File: src/rtl/f64_pkg.sv
// f64_pkg: shared binary64 definitions for the divider and its companion
// multiplier.
//   EXP_W / FRAC_W / BIAS : binary64 field widths and exponent bias
//   QNAN                  : canonical quiet NaN produced for invalid operations
//   fp_class_e            : operand special-class code (subnormals classify as ZERO)
//   div_state_e           : sequencing states of the iterative divider
//   classify()            : maps a raw binary64 word to its special class
package f64_pkg;

  localparam int EXP_W  = 11;
  localparam int FRAC_W = 52;
  localparam int BIAS   = 1023;
  localparam logic [63:0] QNAN = 64'h7FF8_0000_0000_0000;

  typedef enum logic [1:0] {NORM, ZERO, INF, NAN} fp_class_e;
  typedef enum logic [1:0] {IDLE, CALC, ROUND, HOLD} div_state_e;

  // Biased exponent 0 covers both true zero and subnormals (flush-to-zero).
  function automatic fp_class_e classify(input logic [63:0] v);
    if (v[62 -: EXP_W] == '0) return ZERO;
    if (v[62 -: EXP_W] == '1) return (v[FRAC_W-1:0] == '0) ? INF : NAN;
    return NORM;
  endfunction

endpackage

File: src/rtl/f64_round_pack.sv
// f64_round_pack: combinational round-to-nearest-even, exponent clamp and
// binary64 field packing for a normalised 53-bit significand.
//   sign      in   result sign
//   exp_in    in   biased exponent before rounding, 13-bit signed
//   mant      in   normalised significand, mant[52] is the implicit 1
//   guard     in   first bit below the LSB of mant
//   sticky    in   OR of everything below guard
//   result    out  packed binary64 (+/-inf on overflow, +/-0 on underflow)
// Macro F64DIV_EXC_FLAGS_EN adds overflow / underflow / inexact outputs.
module f64_round_pack (
  input  logic               sign,
  input  logic signed [12:0] exp_in,
  input  logic [52:0]        mant,
  input  logic               guard,
  input  logic               sticky,
  output logic [63:0]        result
`ifdef F64DIV_EXC_FLAGS_EN
  ,
  output logic               overflow,
  output logic               underflow,
  output logic               inexact
`endif
);

  logic               round_up;
  logic [53:0]        sum;
  logic               carry;
  logic [51:0]        frac;
  logic signed [12:0] exp_final;
  logic               ovf;
  logic               unf;

  assign round_up = guard & (sticky | mant[0]);
  assign sum      = {1'b0, mant} + {53'd0, round_up};
  // A carry out of the significand means it rounded up to exactly 2.0,
  // so the fraction becomes zero and the exponent moves up by one.
  assign carry     = sum[53];
  assign frac      = carry ? sum[52:1] : sum[51:0];
  assign exp_final = exp_in + $signed({12'd0, carry});
  assign ovf       = (exp_final >= 13'sd2047);
  assign unf       = (exp_final <= 13'sd0);

  always_comb begin
    result = {sign, exp_final[10:0], frac};
    if (ovf) begin
      result = {sign, 11'h7FF, 52'd0};
    end else if (unf) begin
      result = {sign, 63'd0};
    end
  end

`ifdef F64DIV_EXC_FLAGS_EN
  assign overflow  = ovf;
  assign underflow = unf;
  assign inexact   = guard | sticky | ovf | unf;
`endif

endmodule

File: src/rtl/f64_div_seq.sv
// f64_div_seq: iterative binary64 divider, out = x / y, FTZ + RNE.
// One division in flight; operands enter and the quotient leaves over
// valid/ready handshakes.
//   clk, rst            clock, synchronous active-high reset
//   in_valid / in_ready operand handshake (x dividend, y divisor)
//   out_valid/out_ready result handshake, out held stable under backpressure
//   flags[4:0]          {invalid, div_by_zero, overflow, underflow, inexact},
//                       present only when F64DIV_EXC_FLAGS_EN is defined
// BITS_PER_CYCLE (1, 5 or 11) quotient bits are retired per CALC cycle.
module f64_div_seq #(
  parameter int BITS_PER_CYCLE = 1
) (
  input  logic        clk,
  input  logic        rst,
  input  logic        in_valid,
  output logic        in_ready,
  input  logic [63:0] x,
  input  logic [63:0] y,
  output logic        out_valid,
  input  logic        out_ready,
  output logic [63:0] out
`ifdef F64DIV_EXC_FLAGS_EN
  ,
  output logic [4:0]  flags
`endif
);

  import f64_pkg::*;

  localparam int QW = 55;
  localparam int N  = QW / BITS_PER_CYCLE;

  div_state_e         state_reg, state_next;
  logic [5:0]         cnt_reg;
  logic               sign_reg;
  logic signed [12:0] exp_reg;
  logic [52:0]        div_reg;
  logic [53:0]        rem_reg;
  logic [QW-1:0]      q_reg;
  logic [63:0]        out_reg;

  logic               accept;
  fp_class_e          cls_x, cls_y;
  logic               sgn;
  logic               special;
  logic [63:0]        special_out;

  assign cls_x   = classify(x);
  assign cls_y   = classify(y);
  assign sgn     = x[63] ^ y[63];
  assign special = (cls_x != NORM) || (cls_y != NORM);

  always_comb begin
    special_out = {sgn, 63'd0};
    if (cls_x == NAN || cls_y == NAN || (cls_x == ZERO && cls_y == ZERO) ||
        (cls_x == INF && cls_y == INF)) begin
      special_out = QNAN;
    end else if (cls_x == INF || cls_y == ZERO) begin
      special_out = {sgn, 11'h7FF, 52'd0};
    end
  end

  // ---------------- control ----------------
  always_ff @(posedge clk) begin
    if (rst) begin
      state_reg <= IDLE;
    end else begin
      state_reg <= state_next;
    end
  end

  always_comb begin
    state_next = state_reg;
    in_ready   = 1'b0;
    out_valid  = 1'b0;
    case (state_reg)
      IDLE: begin
        in_ready = ~rst;
        if (in_valid && !rst) begin
          state_next = special ? HOLD : CALC;
        end
      end
      CALC: begin
        if (cnt_reg == 6'(N - 1)) begin
          state_next = ROUND;
        end
      end
      ROUND: state_next = HOLD;
      HOLD: begin
        out_valid = 1'b1;
        if (out_ready) begin
          state_next = IDLE;
        end
      end
      default: state_next = IDLE;
    endcase
  end

  assign accept = in_valid & in_ready;

  // ---------------- restoring division steps ----------------
  // The partial remainder is always below the divisor after a step, so
  // shifting it left by one never loses a set bit.
  logic [53:0]               rem_chain [BITS_PER_CYCLE+1];
  logic [BITS_PER_CYCLE-1:0] q_bits;

  assign rem_chain[0] = rem_reg;

  for (genvar gi = 0; gi < BITS_PER_CYCLE; gi++) begin : g_step
    logic [54:0] diff;
    logic [53:0] sel;
    assign diff = {1'b0, rem_chain[gi]} - {2'b00, div_reg};
    assign sel  = diff[54] ? rem_chain[gi] : diff[53:0];
    assign q_bits[BITS_PER_CYCLE-1-gi] = ~diff[54];
    assign rem_chain[gi+1] = sel << 1;
  end

  // ---------------- normalise + round ----------------
  // q = floor(mx * 2^54 / my) lies in (2^53, 2^55): the leading one is in
  // bit 54 or bit 53.
  logic               norm;
  logic [52:0]        mant;
  logic               guard;
  logic               sticky;
  logic signed [12:0] exp_in;
  logic [63:0]        rp_result;

  assign norm   = q_reg[54];
  assign mant   = norm ? q_reg[54:2] : q_reg[53:1];
  assign guard  = norm ? q_reg[1] : q_reg[0];
  assign sticky = (rem_reg != '0) | (norm & q_reg[0]);
  assign exp_in = norm ? exp_reg : exp_reg - 13'sd1;

`ifdef F64DIV_EXC_FLAGS_EN
  logic       rp_ovf, rp_unf, rp_inexact;
  logic [4:0] flags_reg;
`endif

  f64_round_pack u_round_pack (
    .sign      (sign_reg),
    .exp_in    (exp_in),
    .mant      (mant),
    .guard     (guard),
    .sticky    (sticky),
    .result    (rp_result)
`ifdef F64DIV_EXC_FLAGS_EN
    ,
    .overflow  (rp_ovf),
    .underflow (rp_unf),
    .inexact   (rp_inexact)
`endif
  );

  // ---------------- datapath ----------------
  always_ff @(posedge clk) begin
    if (rst) begin
      out_reg   <= '0;
      cnt_reg   <= '0;
`ifdef F64DIV_EXC_FLAGS_EN
      flags_reg <= '0;
`endif
    end else begin
      case (state_reg)
        IDLE: begin
          if (accept) begin
            sign_reg <= sgn;
            exp_reg  <= $signed({2'b00, x[62:52]}) - $signed({2'b00, y[62:52]}) + 13'(BIAS);
            div_reg  <= {1'b1, y[51:0]};
            rem_reg  <= {2'b01, x[51:0]};
            cnt_reg  <= '0;
            if (special) begin
              out_reg <= special_out;
`ifdef F64DIV_EXC_FLAGS_EN
              flags_reg <= {((cls_x == ZERO && cls_y == ZERO) || (cls_x == INF && cls_y == INF)),
                            (cls_x == NORM && cls_y == ZERO), 3'b000};
`endif
            end
          end
        end
        CALC: begin
          rem_reg <= rem_chain[BITS_PER_CYCLE];
          q_reg   <= {q_reg[QW-1-BITS_PER_CYCLE:0], q_bits};
          cnt_reg <= cnt_reg + 6'd1;
        end
        ROUND: begin
          out_reg <= rp_result;
`ifdef F64DIV_EXC_FLAGS_EN
          flags_reg <= {2'b00, rp_ovf, rp_unf, rp_inexact};
`endif
        end
        default: ;
      endcase
    end
  end

  assign out = out_reg;
`ifdef F64DIV_EXC_FLAGS_EN
  assign flags = flags_reg;
`endif

endmodule

File: config.mk
export PLATFORM = sky130hd
export DESIGN_NAME = f64_div_seq
export DESIGN_NICKNAME = d
export VERILOG_FILES = /design/src/rtl/f64_pkg.sv /design/src/rtl/f64_round_pack.sv /design/src/rtl/f64_div_seq.sv
export SDC_FILE = /design/constraint.sdc
export NUM_CORES = 1
export LEC_CHECK = 0
export ABC_AREA = 1
export BUFFER_PORTS_ARGS = -buffer_cell sky130_fd_sc_hd__buf_2
export CAP_MARGIN = 10
export CORE_ASPECT_RATIO = 0.7
export CORE_MARGIN = 2
export CORE_UTILIZATION = 31
export CTS_CLUSTER_SIZE = 14
export DETAILED_ROUTE_END_ITERATION = 7
export GPL_TIMING_DRIVEN = 0
export RECOVER_POWER = 50
export REMOVE_ABC_BUFFERS = 1
export SLEW_MARGIN = 10
export SYNTH_ARGS = -nofsm -noshare
export SYNTH_HDL_FRONTEND = slang
export SYNTH_SLANG_ARGS = --single-unit
File: constraint.sdc
create_clock -name clk -period 10.5 [get_ports clk]
set_clock_uncertainty 0.2 [all_clocks]
set_input_delay 1.05 -clock clk [delete_from_list [all_inputs] [get_ports clk]]
set_output_delay 1.05 -clock clk [all_outputs]
set_load 0.01 [all_outputs]
# [After elaboration in Yosys (flattened, before gate mapping)]
# Cells that the tools add are included.
[word_totals] register_bits=247 inputBits=132 out_inout_bits=66 elab_cells=106
[classes] add_sub_neg=7 magnitude_cmp=2 eq_ne=17 muxes=39 bitwise_logic=8 n_reduce_logical=25
[op_table] op="two-way mux 64 bit" n=3
[op_table] op="two-way mux 63 bit" n=3
[op_table] op="case mux 64 bit (2 select lines)" n=1
[op_table] op="case mux 54 bit (2 select lines)" n=1
[op_table] op="two-way mux 53 bit" n=2
[op_table] op="logical NOT 52 bit" n=2
[op_table] op="subtractor 54 x 53 -> 55 bit" n=1
[op_table] op="adder 53 x 1 -> 54 bit" n=1
[op_table] op="two-way mux 54 bit" n=1
[op_table] op="nonzero test 54 bit" n=1
[op_table] op="two-way mux 52 bit" n=1
[op_table] op="two-way mux 2 bit" n=12
[op_table] op="== test 11 bit, second input constant" n=2
[op_table] op="logical NOT 11 bit" n=2
[op_table] op="adder 12 x 11 -> 13 bit, second input constant" n=1
[op_table] op="adder 13 x 2 -> 13 bit" n=1
[op_table] op="greater-or-equal comparator 13 x 12 -> 1 bit, second input constant" n=1
[op_table] op="less-or-equal comparator 13 x 1 -> 1 bit, second input constant" n=1
[op_table] op="two-way mux 13 bit" n=1
[op_table] op="subtractor 13 x 2 -> 13 bit, second input constant" n=1
[op_table] op="== test 2 bit, second input constant" n=6
[op_table] op="case mux 6 bit (2 select lines)" n=1
[op_table] op="AND reduction 3 bit" n=4
[op_table] op="subtractor 11 x 11 -> 12 bit" n=1
[op_table] op="17 further kinds" n=47

# [Logic depth before layout (Yosys ltp)]
[depth] ltp_word=13 depth_mapped=32 ltp_nobuf=28

# [Hierarchy]
# From an unflattened synthesis, not the netlist that was laid out.
[hier_totals] hier_cells=3012 area_unflattened_um2=19834.0
[by_module_without_submodules] module="f64_div_seq" n_inst=1 cells_each=2428 area_per_inst_um2=16737.3 seq_area_each_um2=6696.4
[by_module_without_submodules] module="f64_round_pack" n_inst=1 cells_each=584 area_per_inst_um2=3096.7 seq_area_each_um2=0.0

# [Least setup slack after synthesis]
# Ideal clock, no wire load.
[synth_path] kind="in2reg" startpoint="input port rst" endpoint="register rem_reg[0] (enable)" setup_time_ns=0.466 arrival_time_ns=5.745 required_ns=9.834 path_slack_ns=4.089 path_stages=8 n_path_buf=1 path_cell_list="clkbuf_1 -> nor2_1 -> nand2_1 -> inv_1 -> nor2_1 -> a21oi_1 -> inv_1 -> nor2_1"
[synth_between] elab_chain_len=5
[synth_rtl] item="start, declared" line="f64_div_seq.sv:14" rtl="input logic rst,"
[synth_rtl] item="inverter 1 bit (no source line)"
[synth_rtl] item="two-way mux 1 bit" line="f64_div_seq.sv:76" rtl="case (state_reg)"
[synth_rtl] item="net in_ready" line="f64_div_seq.sv:16" rtl="output logic in_ready,"
[synth_rtl] item="AND 1 bit" line="f64_div_seq.sv:99" rtl="assign accept = in_valid & in_ready;"
[synth_rtl] item="!= test 2 bit (no source line)"
[synth_rtl] item="AND reduction 3 bit (no source line)"
[synth_rtl] item="end signal, assigned" line="f64_div_seq.sv:169" rtl="rem_reg <= {2'b01, x[51:0]};"
[synth_rtl] item="end signal, assigned" line="f64_div_seq.sv:181" rtl="rem_reg <= rem_chain[BITS_PER_CYCLE];"
[synth_rtl] item="end, declared" line="f64_div_seq.sv:38" rtl="logic [53:0] rem_reg;"
# The timed path passes the listed nets, and every way through them passes these cells.
# A chain may end at the register's enable or synchronous reset.

# [Final worst setup path]
[layout_path] startpoint="input port rst" endpoint="register out_reg[36], in the netlist out[36]"
[layout_between] elab_chain_len=5
[layout_rtl] item="inverter 1 bit (no source line)"
[layout_rtl] item="two-way mux 1 bit" line="f64_div_seq.sv:76"
[layout_rtl] item="AND 1 bit" line="f64_div_seq.sv:99"
[layout_rtl] item="!= test 2 bit (no source line)"
[layout_rtl] item="AND reduction 3 bit (no source line)"
[layout_rtl] item="end signal, assigned" line="f64_div_seq.sv:172" rtl="out_reg <= special_out;"
[layout_rtl] item="end signal, assigned" line="f64_div_seq.sv:186" rtl="out_reg <= rp_result;"
[layout_rtl] item="end, declared" line="f64_div_seq.sv:40" rtl="logic [63:0] out_reg;"
# Several ways; a longest one is shown, not always the timed one.

==> Flow_metrics.wiki <==
{| class="wikitable"
! Metric !! Value
|-
| CTS Buffer Depth || 3
|-
| Element type at the critical path start || primary input
|-
| Post-synth EDFFs || roughly 180
|-
| Core Area || between 50000 and 60000 um^2
|-
| Clock insertion delay at the later pin of the skew report || ~580 ps
|-
| Commonest cells post-synth || sky130_fd_sc_hd__nand2_1 (535), sky130_fd_sc_hd__nor2_1 (451), sky130_fd_sc_hd__inv_1 (343), sky130_fd_sc_hd__edfxtp_1 (175), sky130_fd_sc_hd__a21oi_1 (164)
|-
| Setup TNS || 0 ps
|-
| Leakage power || between 8 and 9 nW
|-
| H-tree levels || 1
|-
| Number of clock buffers inserted by TritonCTS || 28
|-
| Antenna violation net count after detailed routing || 0
|-
| I/O Buffers || about 200
|-
| Post-cts resize count || 0
|-
| Root Buffer || sky130_fd_sc_hd__clkbuf_16
|-
| Total number of vias || 17225
|-
| Remaining max-slew budget at the tightest pin || -127.1%
|-
| Total number of yosys warnings || 0
|-
| Area occupied by registers || 6696 um^2
|-
| Cell count after synthesis || around 2600
|-
| Final-report max-slew violation count || 117
|-
| Flip-flop count of the largest register, all copies and words added || 64
|-
| Maximum clock frequency || between 100 and 150 MHz
|-
| Sum of net half-perimeters after detailed placement || about 45 mm
|-
| Pin count of the biggest net entering global routing || 76
|-
| Number of top-level pins || between 150 and 200
|-
| Cell count of the worst reg-to-reg path || 26
|-
| Area overhead of the layout relative to synthesis || 14.25%
|-
| Most common cell in the synthesized netlist || sky130_fd_sc_hd__nand2_1
|-
| Dominant cell type by area after synthesis || sky130_fd_sc_hd__edfxtp_1
|-
| Portion of the clock cycle consumed by the worst path in the final layout || ~70%
|-
| Wire length per cell after detailed routing || 16.17 um
|-
| Ant. Diodes || 0
|-
| CTS tree || yes
|-
| Violations in the final reports || capacitance limit, slew limit
|-
| Layout net count || slightly below 3000
|-
| Tot GR Track Use || between 15 and 20%
|-
| Final weighted congestion of routability-driven global placement || between 0.9 and 1
|-
| Worst-margin pin slew || about 3400 ps
|-
| #FFs+latches synth || about 250
|-
| Mean instance size in the synthesized netlist || between 7 and 8 um^2
|-
| Violation count after the first detailed-route iteration || approximately 1400
|-
| Req. time, crit path || about 11000 ps
|-
| Worst hold-check slack || 240.5 ps
|-
| Count of endpoints failing setup in the final report || 0
|-
| Via count of the first global-routing pass || about 16000
|-
| Share of synthesized registers carrying an async set or reset || 0%
|-
| Distinct cell type count of the synthesized netlist || between 50 and 60
|-
| Final wirelength || around 57 mm
|-
| Peak supply drop || about 0.00015 V
|-
| Most used DFF post-synth || sky130_fd_sc_hd__edfxtp_1
|-
| Initial antenna violation count || 1
|-
| Final number of hold-violating endpoints || 0
|-
| Die Wd || between 200 and 300 um
|-
| Post-synthesis sequential area ratio || 36.56%
|-
| Tightest Hold Check Type || reg -> reg
|-
| Power per cell area || slightly below 200 nW/um^2
|-
| Full die area || 61080 um^2
|-
| Multi-input gate area || between 9000 and 10000 um^2
|-
| Placement Rows || 74
|-
| Die H || 207.4 um
|-
| Synth top area share || between 20% and 30%
|-
| Routed vias/inst || about 4.9
|-
| Maximum fanout along the worst path || 69
|-
| Worst setup path category || in -> reg
|-
| Setup repair after global routing missed its margin || false
|-
| Detailed-route DRC error count || 0
|-
| Reported max-cap violation count || 3
|-
| Element type at the critical path end || flip-flop
|-
| Count of cells along the worst hold path || 0
|-
| Top post-synthesis cells by area || sky130_fd_sc_hd__edfxtp_1 (29%), sky130_fd_sc_hd__nand2_1 (11%), sky130_fd_sc_hd__nor2_1 (9.2%)
|-
| Filler Cell Count || 6338
|-
| Global-route wire length before repair || roughly 90 mm
|-
| Layout cells sized above 1 || 8.877%
|-
| TritonCTS sink count || 247
|-
| Post-CTS repair timing setup buffer count || 0
|-
| Clock-pin transition on the worst setup and hold timing paths || 70 ps
|-
| Fin crit period || between 7000 and 8000 ps
|-
| Effective utilization at floorplan || 31.40%
|-
| Cts hold-fix bufs || 0
|-
| Cell area after technology mapping || between 15000 and 20000 um^2
|-
| Arrival time worst endpoint || around 7300 ps
|-
| Outcome || finished with violations
|-
| Overall overflow remaining after global route || 0
|-
| Number of optimization iterations in the first detailed-route pass || 7
|}
==> layer usage <==
layer  global-route usage, %  part of all wire (%)  vias up
li1                        -                     -     8812
met1                   30.17                    54     7905
met2                   24.80                    37      472
met3                   3.212                   7.2       36
met4                   2.445                   1.1        0
met5                       0                     0        -
==> critical path: stages <==
cell and delay [ps]:
sky130_fd_sc_hd__clkbuf_1 2330, sky130_fd_sc_hd__nor2_1 470, sky130_fd_sc_hd__nand2_1 390, sky130_fd_sc_hd__clkinvlp_2 660, sky130_fd_sc_hd__buf_16 460, sky130_fd_sc_hd__nor2_1 210
sky130_fd_sc_hd__nor2_1 100, sky130_fd_sc_hd__nand2_2 570, sky130_fd_sc_hd__inv_2 260, sky130_fd_sc_hd__buf_12 240, sky130_fd_sc_hd__nand2_1 90, sky130_fd_sc_hd__inv_1 40
sky130_fd_sc_hd__nand4_1 100, sky130_fd_sc_hd__nor2_1 70, sky130_fd_sc_hd__nor2_1 130, sky130_fd_sc_hd__nor2_1 50
==> through the flow <==
step           area, um^2  utilization (%)  cells  power [W]  setup slack [ps]
6_report            20930            35.88   3520   0.004122              3312
2_1_floorplan       17810                -   2497   0.002502              4009
4_1_cts             21090            36.15   3520   0.004149              3758
3_5_place_dp        20120            34.49   3468   0.003094              3794
3_3_place_gp        19750            33.86   3454   0.003036             822.1
5_1_grt             20930            35.88   3520   0.004418              2609
==> final timing paths <==
check	slack, ps	end	startpoint
hold reg to reg	240	q_reg[22]	q_reg[21]
setup reg to reg	3590	out[61]	q_reg[54]
setup / recovery	3310	out[36]	rst
hold / removal	240	q_reg[22]	q_reg[21]
==> layout make-up <==
class / count / share of cell area [%]
multi-input combinational: 1894 / 46.83
sequential: 247 / 32.00
inverter: 356 / 6.415
timing repair buffer: 211 / 5.572
tap: 760 / 4.544
clock buffer: 41 / 4.191
clock inverter: 11 / 0.4544
==> layout by cell type, fill, tap and decap left out, types with 4 or more instances in the layout <==
cell,count
sky130_fd_sc_hd__nand2_2,18
sky130_fd_sc_hd__nor2_4,10
sky130_fd_sc_hd__nand3_1,100
sky130_fd_sc_hd__o21bai_1,7
sky130_fd_sc_hd__a21oi_1,164
sky130_fd_sc_hd__inv_1,340
sky130_fd_sc_hd__o21a_1,4
sky130_fd_sc_hd__nand2_1,533
sky130_fd_sc_hd__a31oi_1,16
sky130_fd_sc_hd__nor2_2,19
sky130_fd_sc_hd__inv_2,12
sky130_fd_sc_hd__clkinv_2,6
sky130_fd_sc_hd__dfxtp_1,72
sky130_fd_sc_hd__o21ai_1,22
sky130_fd_sc_hd__o211ai_1,17
sky130_fd_sc_hd__o21ai_2,9
sky130_fd_sc_hd__nand4_1,80
sky130_fd_sc_hd__clkbuf_1,113
sky130_fd_sc_hd__a21boi_0,14
sky130_fd_sc_hd__or2_2,10
sky130_fd_sc_hd__edfxtp_1,175
sky130_fd_sc_hd__buf_2,90
sky130_fd_sc_hd__buf_16,8
sky130_fd_sc_hd__a21o_1,5
sky130_fd_sc_hd__o21ai_0,132
sky130_fd_sc_hd__nor3_1,23
sky130_fd_sc_hd__nor4_1,53
sky130_fd_sc_hd__xor2_1,64
sky130_fd_sc_hd__xnor2_1,33
sky130_fd_sc_hd__nand3b_1,5
sky130_fd_sc_hd__nand3_2,6
sky130_fd_sc_hd__clkbuf_16,33
sky130_fd_sc_hd__nor2_1,449
sky130_fd_sc_hd__ha_1,73
==> power by group <==
part           leakage, nW  switching [W]  internal (W)
clock network        0.486       0.000430      0.000606
logic                 5.91        0.00120      0.000545
registers             2.19      0.0000904       0.00125
total                 8.59        0.00172       0.00240
==> cell families (layout without fill, tap and decap cells) <==
family / after synthesis / in the layout / synth area share [%]
AOI/OAI and AO/OA: 400 / 400 / 12.06
buffers and inverters: 436 / 619 / 10.07
and+or+nand+nor: 1320 / 1320 / 31.31
adders and majority gates: 76 / 76 / 5.273
DFF: 247 / 247 / 36.56
xor gates and xnor gates: 98 / 98 / 4.727
Note: power is estimated with default switching activity, not from simulation.
